$ cat src/rtl/access_code_pkg.sv
// -----------------------------------------------------------------------------
// access_code_pkg
// Shared definitions for the access code correlator:
//   - corr_state_e : correlator FSM state encoding (also driven out on corr_state)
//   - SW_LEN       : sync word length in bits
//   - TRL_PAT_*    : expected 4-bit trailer, first received bit in bit [3]
//   - trl_pattern  : selects the trailer pattern from the sync word LSB
// -----------------------------------------------------------------------------
`timescale 1ns/1ps
package access_code_pkg;

  localparam int SW_LEN = 64;

  typedef enum logic [2:0] {
    ST_IDLE    = 3'd0,
    ST_SEARCH  = 3'd1,
    ST_TRAILER = 3'd2,
    ST_LOCKED  = 3'd3,
    ST_EXPIRED = 3'd4
  } corr_state_e;

  // The trailer continues the alternation started by the last sync bit.
  localparam logic [3:0] TRL_PAT_SW1 = 4'b0101;  // syncword[0] = 1
  localparam logic [3:0] TRL_PAT_SW0 = 4'b1010;  // syncword[0] = 0

  function automatic logic [3:0] trl_pattern(input logic sw_lsb);
    return sw_lsb ? TRL_PAT_SW1 : TRL_PAT_SW0;
  endfunction

endpackage

$ cat src/rtl/ac_popcount64.sv
// -----------------------------------------------------------------------------
// ac_popcount64
// Combinational population count of a 64-bit vector.
//   vec : input vector (sync shift register XOR expected sync word)
//   cnt : number of set bits, 0..64
// Built as eight byte counts summed afterwards, so the adder depth stays short.
// -----------------------------------------------------------------------------
`timescale 1ns/1ps
module ac_popcount64 (
  input  logic [63:0] vec,
  output logic [6:0]  cnt
);

  logic [7:0][3:0] byte_cnt;

  for (genvar g = 0; g < 8; g++) begin : g_byte
    always_comb begin
      byte_cnt[g] = '0;
      for (int i = 0; i < 8; i++) byte_cnt[g] = byte_cnt[g] + 4'(vec[8*g+i]);
    end
  end

  always_comb begin
    cnt = '0;
    for (int g = 0; g < 8; g++) cnt = cnt + 7'(byte_cnt[g]);
  end

endmodule

$ cat src/rtl/access_code_correlator.sv
// -----------------------------------------------------------------------------
// access_code_correlator
// Sliding correlation of the received bit stream against a 64-bit sync word
// inside a slot-timed search window, followed by trailer tracking that hands
// the header decoder its start tick.
//
// Ports:
//   clk_6M           6 MHz system clock
//   rstz             synchronous reset, active HIGH (despite the name)
//   p_1us            1 us bit strobe, one clock wide
//   rx_en            search enable level from slot timing
//   rxbit            demodulated bit, valid with p_1us
//   syncword         expected sync word, [63] received first
//   corr_thresh      max tolerated bit errors for a hit
//   search_win_us    search window in us, 0 = unlimited
//   sync_det_p       one-clock pulse on correlation hit
//   rx_trailer_st_p  pulse on the p_1us that starts the header decoder
//   sync_found       high in TRAILER and LOCKED
//   search_timeout_p one-clock pulse when the window expires without a hit
//   sync_errcnt      mismatch count latched at the hit
//   trailer_err      sticky: a received trailer bit mismatched
//   corr_state       current FSM state (debug)
//
// Hit timing: the p_1us carrying syncword[0] shifts on edge E0, the popcount
// is registered on E1 and the hit decision (sync_det_p, state change) is
// registered on E2. p_1us spacing is >= 6 clocks so ticks never overlap.
// -----------------------------------------------------------------------------
`timescale 1ns/1ps
module access_code_correlator
  import access_code_pkg::*;
#(
  parameter int TRAILER_DLY = 2,   // 1..4 p_1us ticks after the hit
  parameter int WIN_W       = 12
) (
  input  logic              clk_6M,
  input  logic              rstz,
  input  logic              p_1us,
  input  logic              rx_en,
  input  logic              rxbit,
  input  logic [SW_LEN-1:0] syncword,
  input  logic [2:0]        corr_thresh,
  input  logic [WIN_W-1:0]  search_win_us,
  output logic              sync_det_p,
  output logic              rx_trailer_st_p,
  output logic              sync_found,
  output logic              search_timeout_p,
  output logic [6:0]        sync_errcnt,
  output logic              trailer_err,
  output logic [2:0]        corr_state
);

  localparam logic [1:0] TRL_LAST = 2'(TRAILER_DLY - 1);
  localparam logic [6:0] BITS_FULL = 7'(SW_LEN);

  corr_state_e       state;
  logic [SW_LEN-1:0] sr;
  logic [6:0]        bits_in;
  logic [6:0]        errcnt_r;
  logic [6:0]        popcnt;
  logic [WIN_W-1:0]  win_cnt;
  logic [1:0]        trl_cnt;
  // [0]: shift done last edge, popcount input is fresh
  // [1]: errcnt_r holds the result for that tick, decide this edge
  logic [1:0]        vld_pipe;

  logic              hit;
  logic              win_done;
  logic              trl_tick;
  logic [3:0]        trl_pat;
  logic              trl_exp_bit;

  ac_popcount64 u_popcount (
    .vec (sr ^ syncword),
    .cnt (popcnt)
  );

  // bits_in guard keeps a hit impossible before the register is full.
  assign hit      = vld_pipe[1] && (bits_in == BITS_FULL) &&
                    (errcnt_r <= {4'd0, corr_thresh});
  assign win_done = vld_pipe[1] && (search_win_us != '0) &&
                    (win_cnt == search_win_us);

  assign trl_tick    = p_1us && rx_en && (state == ST_TRAILER);
  assign trl_pat     = trl_pattern(syncword[0]);
  assign trl_exp_bit = trl_pat[2'd3 - trl_cnt];

  // Combinational so it lines up with the p_1us the header decoder starts on.
  assign rx_trailer_st_p = trl_tick && (trl_cnt == TRL_LAST) && !rstz;

  assign sync_found = (state == ST_TRAILER) || (state == ST_LOCKED);
  assign corr_state = state;

  always_ff @(posedge clk_6M) begin
    if (rstz) begin
      state            <= ST_IDLE;
      sr               <= '0;
      bits_in          <= '0;
      errcnt_r         <= '0;
      win_cnt          <= '0;
      trl_cnt          <= '0;
      vld_pipe         <= '0;
      sync_det_p       <= 1'b0;
      search_timeout_p <= 1'b0;
      sync_errcnt      <= '0;
      trailer_err      <= 1'b0;
    end else begin
      sync_det_p       <= 1'b0;
      search_timeout_p <= 1'b0;

      case (state)
        ST_IDLE: begin
          if (rx_en) begin
            state       <= ST_SEARCH;
            sr          <= '0;
            bits_in     <= '0;
            win_cnt     <= '0;
            trl_cnt     <= '0;
            vld_pipe    <= '0;
            sync_errcnt <= '0;
            trailer_err <= 1'b0;
          end
        end

        ST_SEARCH: begin
          if (!rx_en) begin
            // Abort beats a hit or timeout decided on the same edge.
            state    <= ST_IDLE;
            vld_pipe <= '0;
          end else begin
            vld_pipe <= {vld_pipe[0], p_1us};
            if (p_1us) begin
              sr <= {sr[SW_LEN-2:0], rxbit};
              if (bits_in != BITS_FULL) bits_in <= bits_in + 7'd1;
              if (win_cnt != '1)        win_cnt <= win_cnt + 1'b1;
            end
            if (vld_pipe[0]) errcnt_r <= popcnt;
            // Hit takes priority over window expiry on the same tick.
            if (hit) begin
              sync_det_p  <= 1'b1;
              sync_errcnt <= errcnt_r;
              state       <= ST_TRAILER;
            end else if (win_done) begin
              search_timeout_p <= 1'b1;
              state            <= ST_EXPIRED;
            end
          end
        end

        ST_TRAILER: begin
          if (!rx_en) begin
            state <= ST_IDLE;
          end else if (p_1us) begin
            trl_cnt <= trl_cnt + 2'd1;
            if (rxbit != trl_exp_bit) trailer_err <= 1'b1;
            if (trl_cnt == TRL_LAST)  state <= ST_LOCKED;
          end
        end

        // Terminal until slot timing drops rx_en; no re-search in between.
        ST_LOCKED, ST_EXPIRED: begin
          if (!rx_en) state <= ST_IDLE;
        end

        default: state <= ST_IDLE;
      endcase
    end
  end

endmodule

$ cat config.mk
export PLATFORM = sky130hd
export DESIGN_NAME = access_code_correlator
export DESIGN_NICKNAME = d
export VERILOG_FILES = /design/src/rtl/access_code_pkg.sv /design/src/rtl/ac_popcount64.sv /design/src/rtl/access_code_correlator.sv
export SDC_FILE = /design/constraint.sdc
export NUM_CORES = 1
export LEC_CHECK = 0
export ABC_AREA = 1
export CAP_MARGIN = 20
export CORE_MARGIN = 2
export CORE_UTILIZATION = 50
export CTS_CLUSTER_SIZE = 40
export DETAILED_ROUTE_END_ITERATION = 16
export PLACE_DENSITY_LB_ADDON = 0.05
export RECOVER_POWER = 100
export SETUP_SLACK_MARGIN = 0.2
export SLEW_MARGIN = 20
export SYNTH_ARGS = -nofsm -noshare
export SYNTH_HDL_FRONTEND = slang
export SYNTH_SLANG_ARGS = --single-unit
$ cat constraint.sdc
create_clock -name clk_6M -period 16.5 [get_ports clk_6M]
set_input_delay 1.65 -clock clk_6M [delete_from_list [all_inputs] [get_ports clk_6M]]
set_output_delay 1.65 -clock clk_6M [all_outputs]
set_load 0.02 [all_outputs]
==> metrics.txt, run 1 <==
outcome=finished, violations left; violated checks=max-capacitance violations, max-slew violations; vias in the first global route=5848; Post-Syn Nets=around 1100; clk sink count=107; Avg Inst Size Synth=7.90 sq um; Die Y=125 um; setup TNS=0 ns; fin crit share=0.523; die area=15500 sq um; Crit path top cell by count=fa_1; Clk pin slew, worst setup/hold paths=0.07 ns; Max Transition Viols Final=143; ANT nets after route=0; CP max stage cell=dlygate4sd3_1; RSZ-0062 raised after global routing=no; RD Place Congestion=0.853; Crit path arrival time=8.88 ns; post_cts resized=0; postcts setup bufs=0; Fill cells=1367; FMAX=116 MHz; met2 WL=7040 um; Initial DRT Pass Iterations=4; clk_lat worst skew=0.35 ns; gr usage total=0.210; CTS Hold Buffers Added=0; CTS max path bufs=2; initial core utilization=0.506; Ys Warns=0; synthesis-to-layout area growth=19.0%; min cycle time layout=~8.6 ns; WL/cell=approximately 13 um; crit start category=input port; synth unique cells=36; Detailed Place HPWL=11300 um; max layer used=met4; pin count of the biggest net entering global routing=77; vias per cell=a little over 5; Worst Tran Pin Value=2.86 ns; antenna violations before repair=0; DRC errors left=0; slew margin rel.=-0.905; H-tree depth=3; ant diodes=0; critical path peak fanout=4; Post-Layout Cell Count=~1200; CTS root buffer=clkbuf_16; I/O Buffers=98; clk_skew=about 0.0064 ns; Die Width=125 um; M1 wire length=roughly 7500 um; pre-CTS WS=7.59 ns; crit end category=flop; IO Pins=99; drt total wl=~15000 um; register area share after synthesis=0.295; Placed Instances=1173; max-cap violations=2; crit-path max cell delay=0.58 ns; CTS tree=built; Worst EP required=about 17 ns; grt ovf=0; vias after detailed routing=6007; final worst-path setup slack=7.87 ns; Setup Viol. Count Final=0; Site Rows=44; CTS buffer count=9; met3 wire len=around 630 um; Core Box Area=14400 sq um; critical path class=in -> reg; Synth Register Bits=107; first-pass GRT wire length=27300 um; share of layout cells above drive strength 1=0.0279; utilization after layout=0.602; initial drt markers=317; Mapped Area=7260 sq um; Final Hold Vio Count=0; hold crit path type=reg -> reg; cells after synthesis=between 900 and 1000; fin nets=1181
## layer usage
metal	GRT usage	vias up
li1	-	3118
met1	0.293	2754
met2	0.337	118
met3	0.0331	17
met4	0.0648	0
met5	0	-
## synth_stat cells
master	number	area share
buf_1	1	0.00052
o22ai_1	2	0.0017
and3_1	1	0.00086
o21a_1	1	0.0010
buf_4	1	0.0010
o21ai_1	2	0.0014
nor3_2	1	0.0014
o21ai_0	97	0.067
ha_1	46	0.079
o211ai_1	1	0.0010
xnor2_1	58	0.070
nand3b_1	1	0.0010
clkbuf_2	1	0.00069
inv_2	6	0.0031
nor2_2	3	0.0026
buf_2	8	0.0055
inv_1	118	0.061
a21o_1	1	0.0010
nor4_1	2	0.0017
buf_6	1	0.0016
nand2_2	2	0.0017
nand3_1	26	0.018
xor2_1	27	0.033
fa_1	51	0.14
dfxtp_1	107	0.29
a21oi_4	1	0.0022
a21oi_1	102	0.070
nand2_1	90	0.047
nor2_1	119	0.061
or2_2	1	0.00086
clkbuf_1	21	0.011
nor3_1	11	0.0076
nor3b_1	2	0.0021
a21oi_2	1	0.0012
nand4_1	6	0.0052
a211oi_1	1	0.0010
## critical path, delay by kind of cell
| kind | cells | cell delay, ns |
|---|---|---|
| buffers and inverters | 7 | 0.87 |
| AND/OR/NAND/NOR | 4 | 0.35 |
| XOR/XNOR | 3 | 0.47 |
| AO/OA/AOI/OAI | 4 | 0.54 |
| adder cells (fa/ha/maj) | 11 | 5.00 |
## metrics by stage
step	hold WS, ns	instance area (sq um)
2_1_floorplan	0.433	7260
3_3_place_gp	0.426	8370
3_5_place_dp	0.432	8370
4_1_cts	0.443	8680
5_1_grt	0.473	8650
6_report	0.440	8650
## kinds of logic after synthesis
family                   after synthesis  synth area share
XOR/XNOR                              85             0.102
buffers and inverters                157            0.0842
AO/OA/AOI/OAI                        209             0.148
flip-flops                           107             0.295
adder cells (fa/ha/maj)               97             0.220
AND/OR/NAND/NOR                      265             0.151
## registers in the layout (all words and copies together) (netlist names)
signal            flops
trailer_err           1
bits_in               7
corr_state            3
trl_cnt               2
sync_det_p            1
vld_pipe              2
win_cnt              12
sync_errcnt           7
sr                   64
errcnt_r              7
search_timeout_p      1
## cell type report
type	count	area, sq um	share of cell area
multi-input combinational	656	4490	0.520
sequential	107	2140	0.248
timing repair buffer	102	1000	0.116
inverter	124	465	0.0538
tap	184	230	0.0266
clock buffer	9	225	0.0260
clock inverter	7	85.1	0.00984
## cells in the final DEF, fill, tap and decap left out, types with 6 or more instances in the layout
cell type	count
o21ai_0	99
dlygate4sd3_1	19
fa_1	51
clkdlybuf4s50_1	79
clkbuf_16	9
dfxtp_1	107
nor2_1	121
xor2_1	27
xnor2_1	58
a21oi_1	104
nand2_1	91
nand3_1	26
inv_2	6
inv_1	118
ha_1	46
nor3_1	11
nand4_1	6
## final timing paths
check                                    from                           to  slack, ns  depth (start not counted)
setup / recovery                  syncword[0]     errcnt_r[6]$_SDFFE_PP0P_       7.87                         29
hold / removal    sync_errcnt[5]$_SDFFE_PP0P_  sync_errcnt[5]$_SDFFE_PP0P_       0.44                          2
setup reg to reg           sr[0]$_SDFFE_PP0P_     errcnt_r[6]$_SDFFE_PP0P_       9.41                         28
hold reg to reg   sync_errcnt[5]$_SDFFE_PP0P_  sync_errcnt[5]$_SDFFE_PP0P_       0.44                          2
Power of run 1 is left out: the tool's default activity adds up to more than one toggle a clock period on the data nets, which glitch-free logic cannot reach.
==> run 2: changes to the inputs <==
clock period = 7.5 ns   (was 16.5 ns; I/O delays follow)
==> run 2 against run 1 <==
Effect of this change:
- the run still ends with max-capacitance violations, max-slew violations left
- clock skew rose by 0.0022 ns
- critical path depth rose by 1
- core utilization rose by 1.4 points
- hold slack got worse by 0.0021 ns
- flip-flop and latch count did not move
- global-route usage rose by 0.26 points
- design area rose by 2.3%
- register-to-register slack got worse by 8.8 ns
- critical endpoint unchanged
- setup slack got worse by 7.4 ns
==> metrics.txt, run 2 (synthesized netlist as in run 1, its figures left out) <==
outcome=finished, violations left; violated checks=max-capacitance violations, max-slew violations; vias per cell=5.04 (-0.17%); crit-path max cell delay=0.52 ns (-0.06 ns); Worst path top cell family by delay=adder cells; Worst Tran Pin Value=3.40 ns (+0.540 ns); die area=15500 sq um (unchanged); final worst-path setup slack=0.428 ns (-7.44 ns); pin count of the biggest net entering global routing=77 (unchanged); utilization after layout=0.616 (+0.0138); Setup Viol. Count Final=0 (unchanged); hold crit path type=reg -> reg; Final Hold Vio Count=0 (unchanged); Worst EP required=7.76 ns (-8.99 ns); Die Y=125 um (unchanged); min cycle time layout=7.07 ns; vias in the first global route=5841 (-0.12%); most frequent cells in the layout=nor2_1, inv_1, dfxtp_1; CTS max path bufs=2 (unchanged); Sequential Area=2140 sq um (unchanged); vias after detailed routing=6052 (+0.75%); ant diodes=0 (unchanged); critical path class=in -> reg; initial core utilization=0.506 (unchanged); most common cell after layout, fill and taps aside=nor2_1; Die Width=125 um (unchanged); pre-CTS WS=-0.418 ns (-8.01 ns); initial drt markers=300 (-5.4%); critical path peak fanout=3 (-1); gr usage total=0.213 (+0.00262); crit start category=input port; clk_skew=0.00861 ns (+0.00217 ns); CTS Hold Buffers Added=0 (unchanged); crit path buf inv count=7 (unchanged); Crit path arrival time=7.33 ns (-1.55 ns); clk_lat worst skew=0.36 ns (about the same); Top Registers=sr x64, win_cnt x12; Detailed Place HPWL=11500 um (+1.7%); Fill cells=1321 (-3.4%); Site Rows=44 (unchanged); Post-Layout Cell Count=1200 (+0.93%); CTS buffer count=9 (unchanged); CP max stage cell=fa_1; Multi-input gate area=4560 sq um (+1.5%); WL/cell=13.3 um (+2.6%); slew margin rel.=-1.26 (-0.360); RSZ-0062 raised after global routing=no; antenna violations before repair=0 (unchanged); DRC errors left=0 (unchanged); first-pass GRT wire length=27200 um (-0.18%); clk sink count=107 (unchanged); RD Place Congestion=0.853 (about the same); Max Transition Viols Final=152 (+6.3%); fin crit share=0.943; drt total wl=16000 um (+3.6%); CTS root buffer=clkbuf_16; Placed Instances=1183 (+0.85%); final hold slack=0.438 ns (-0.00208 ns); CTS tree=built; fin nets=1192 (+0.93%); max-cap violations=2 (unchanged); most flop-heavy register=sr; Clk pin slew, worst setup/hold paths=0.08 ns (about the same); crit end category=flop; synthesis-to-layout area growth=21.8%; Worst R2R Path Depth=29 (+3.6%); share of layout cells above drive strength 1=0.0531 (+0.0253); Crit path top cell by count=fa_1; IO Pins=99 (unchanged); worst hold path depth=2 (unchanged); Largest register FFs=64 (unchanged); grt ovf=0 (unchanged); FMAX=~140 MHz; Core Box Area=14400 sq um (unchanged); ANT nets after route=0 (unchanged); CP Depth=30 (+3.4%); Initial DRT Pass Iterations=6 (+2); H-tree depth=3 (unchanged); I/O Buffers=98 (unchanged)
==> run 2: per-layer routing <==
metal	part of all wire	track usage	vias up
met4	0.0088	0.0456	0
met1	0.48	0.284	2802
met2	0.48	0.359	114
met3	0.038	0.0434	10
met5	0	0	-
li1	-	-	3126
==> run 2: tightest hold or removal path: stages, from the launching register on <==
cell and delay [ns]:
dfxtp_1 0.31, nand2_1 0.06, nor2_1 0.03
==> run 2: cell type report <==
type,count,area share
repair buffers,113,0.125
inverters,124,0.0526
clock inverters,7,0.0126
clock buffers,9,0.0255
flip-flops and latches,107,0.242
well taps,184,0.0260
multi-input cells,656,0.516
==> run 2: path summary, 6_finish.rpt <==
kind	to	from	slack, ns
setup / recovery	errcnt_r[6]$_SDFFE_PP0P_	syncword[0]	0.43
hold / removal	sync_errcnt[5]$_SDFFE_PP0P_	sync_errcnt[5]$_SDFFE_PP0P_	0.44
setup reg to reg	errcnt_r[6]$_SDFFE_PP0P_	sr[1]$_SDFFE_PP0P_	0.59
hold reg to reg	sync_errcnt[5]$_SDFFE_PP0P_	sync_errcnt[5]$_SDFFE_PP0P_	0.44
==> run 2: through the flow <==
| step | TNS [ns] | cell area (sq um) |
|---|---|---|
| after floorplan | 0 | 7260 |
| after global placement | -1.09 | 8430 |
| after detailed placement | -1.31 | 8450 |
| after CTS | 0 | 8810 |
| after global routing | 0 | 8840 |
| final | 0 | 8840 |
==> run 2: repair_timing <==
action | in CTS | in global routing
setup buffers | 0 | 1
endpoints found under the setup margin | 4 | 4
pin swaps | 8 | 24
gates resized for setup | 6 | 19
cloned | 0 | 0
Power of run 2 is left out for the same reason.
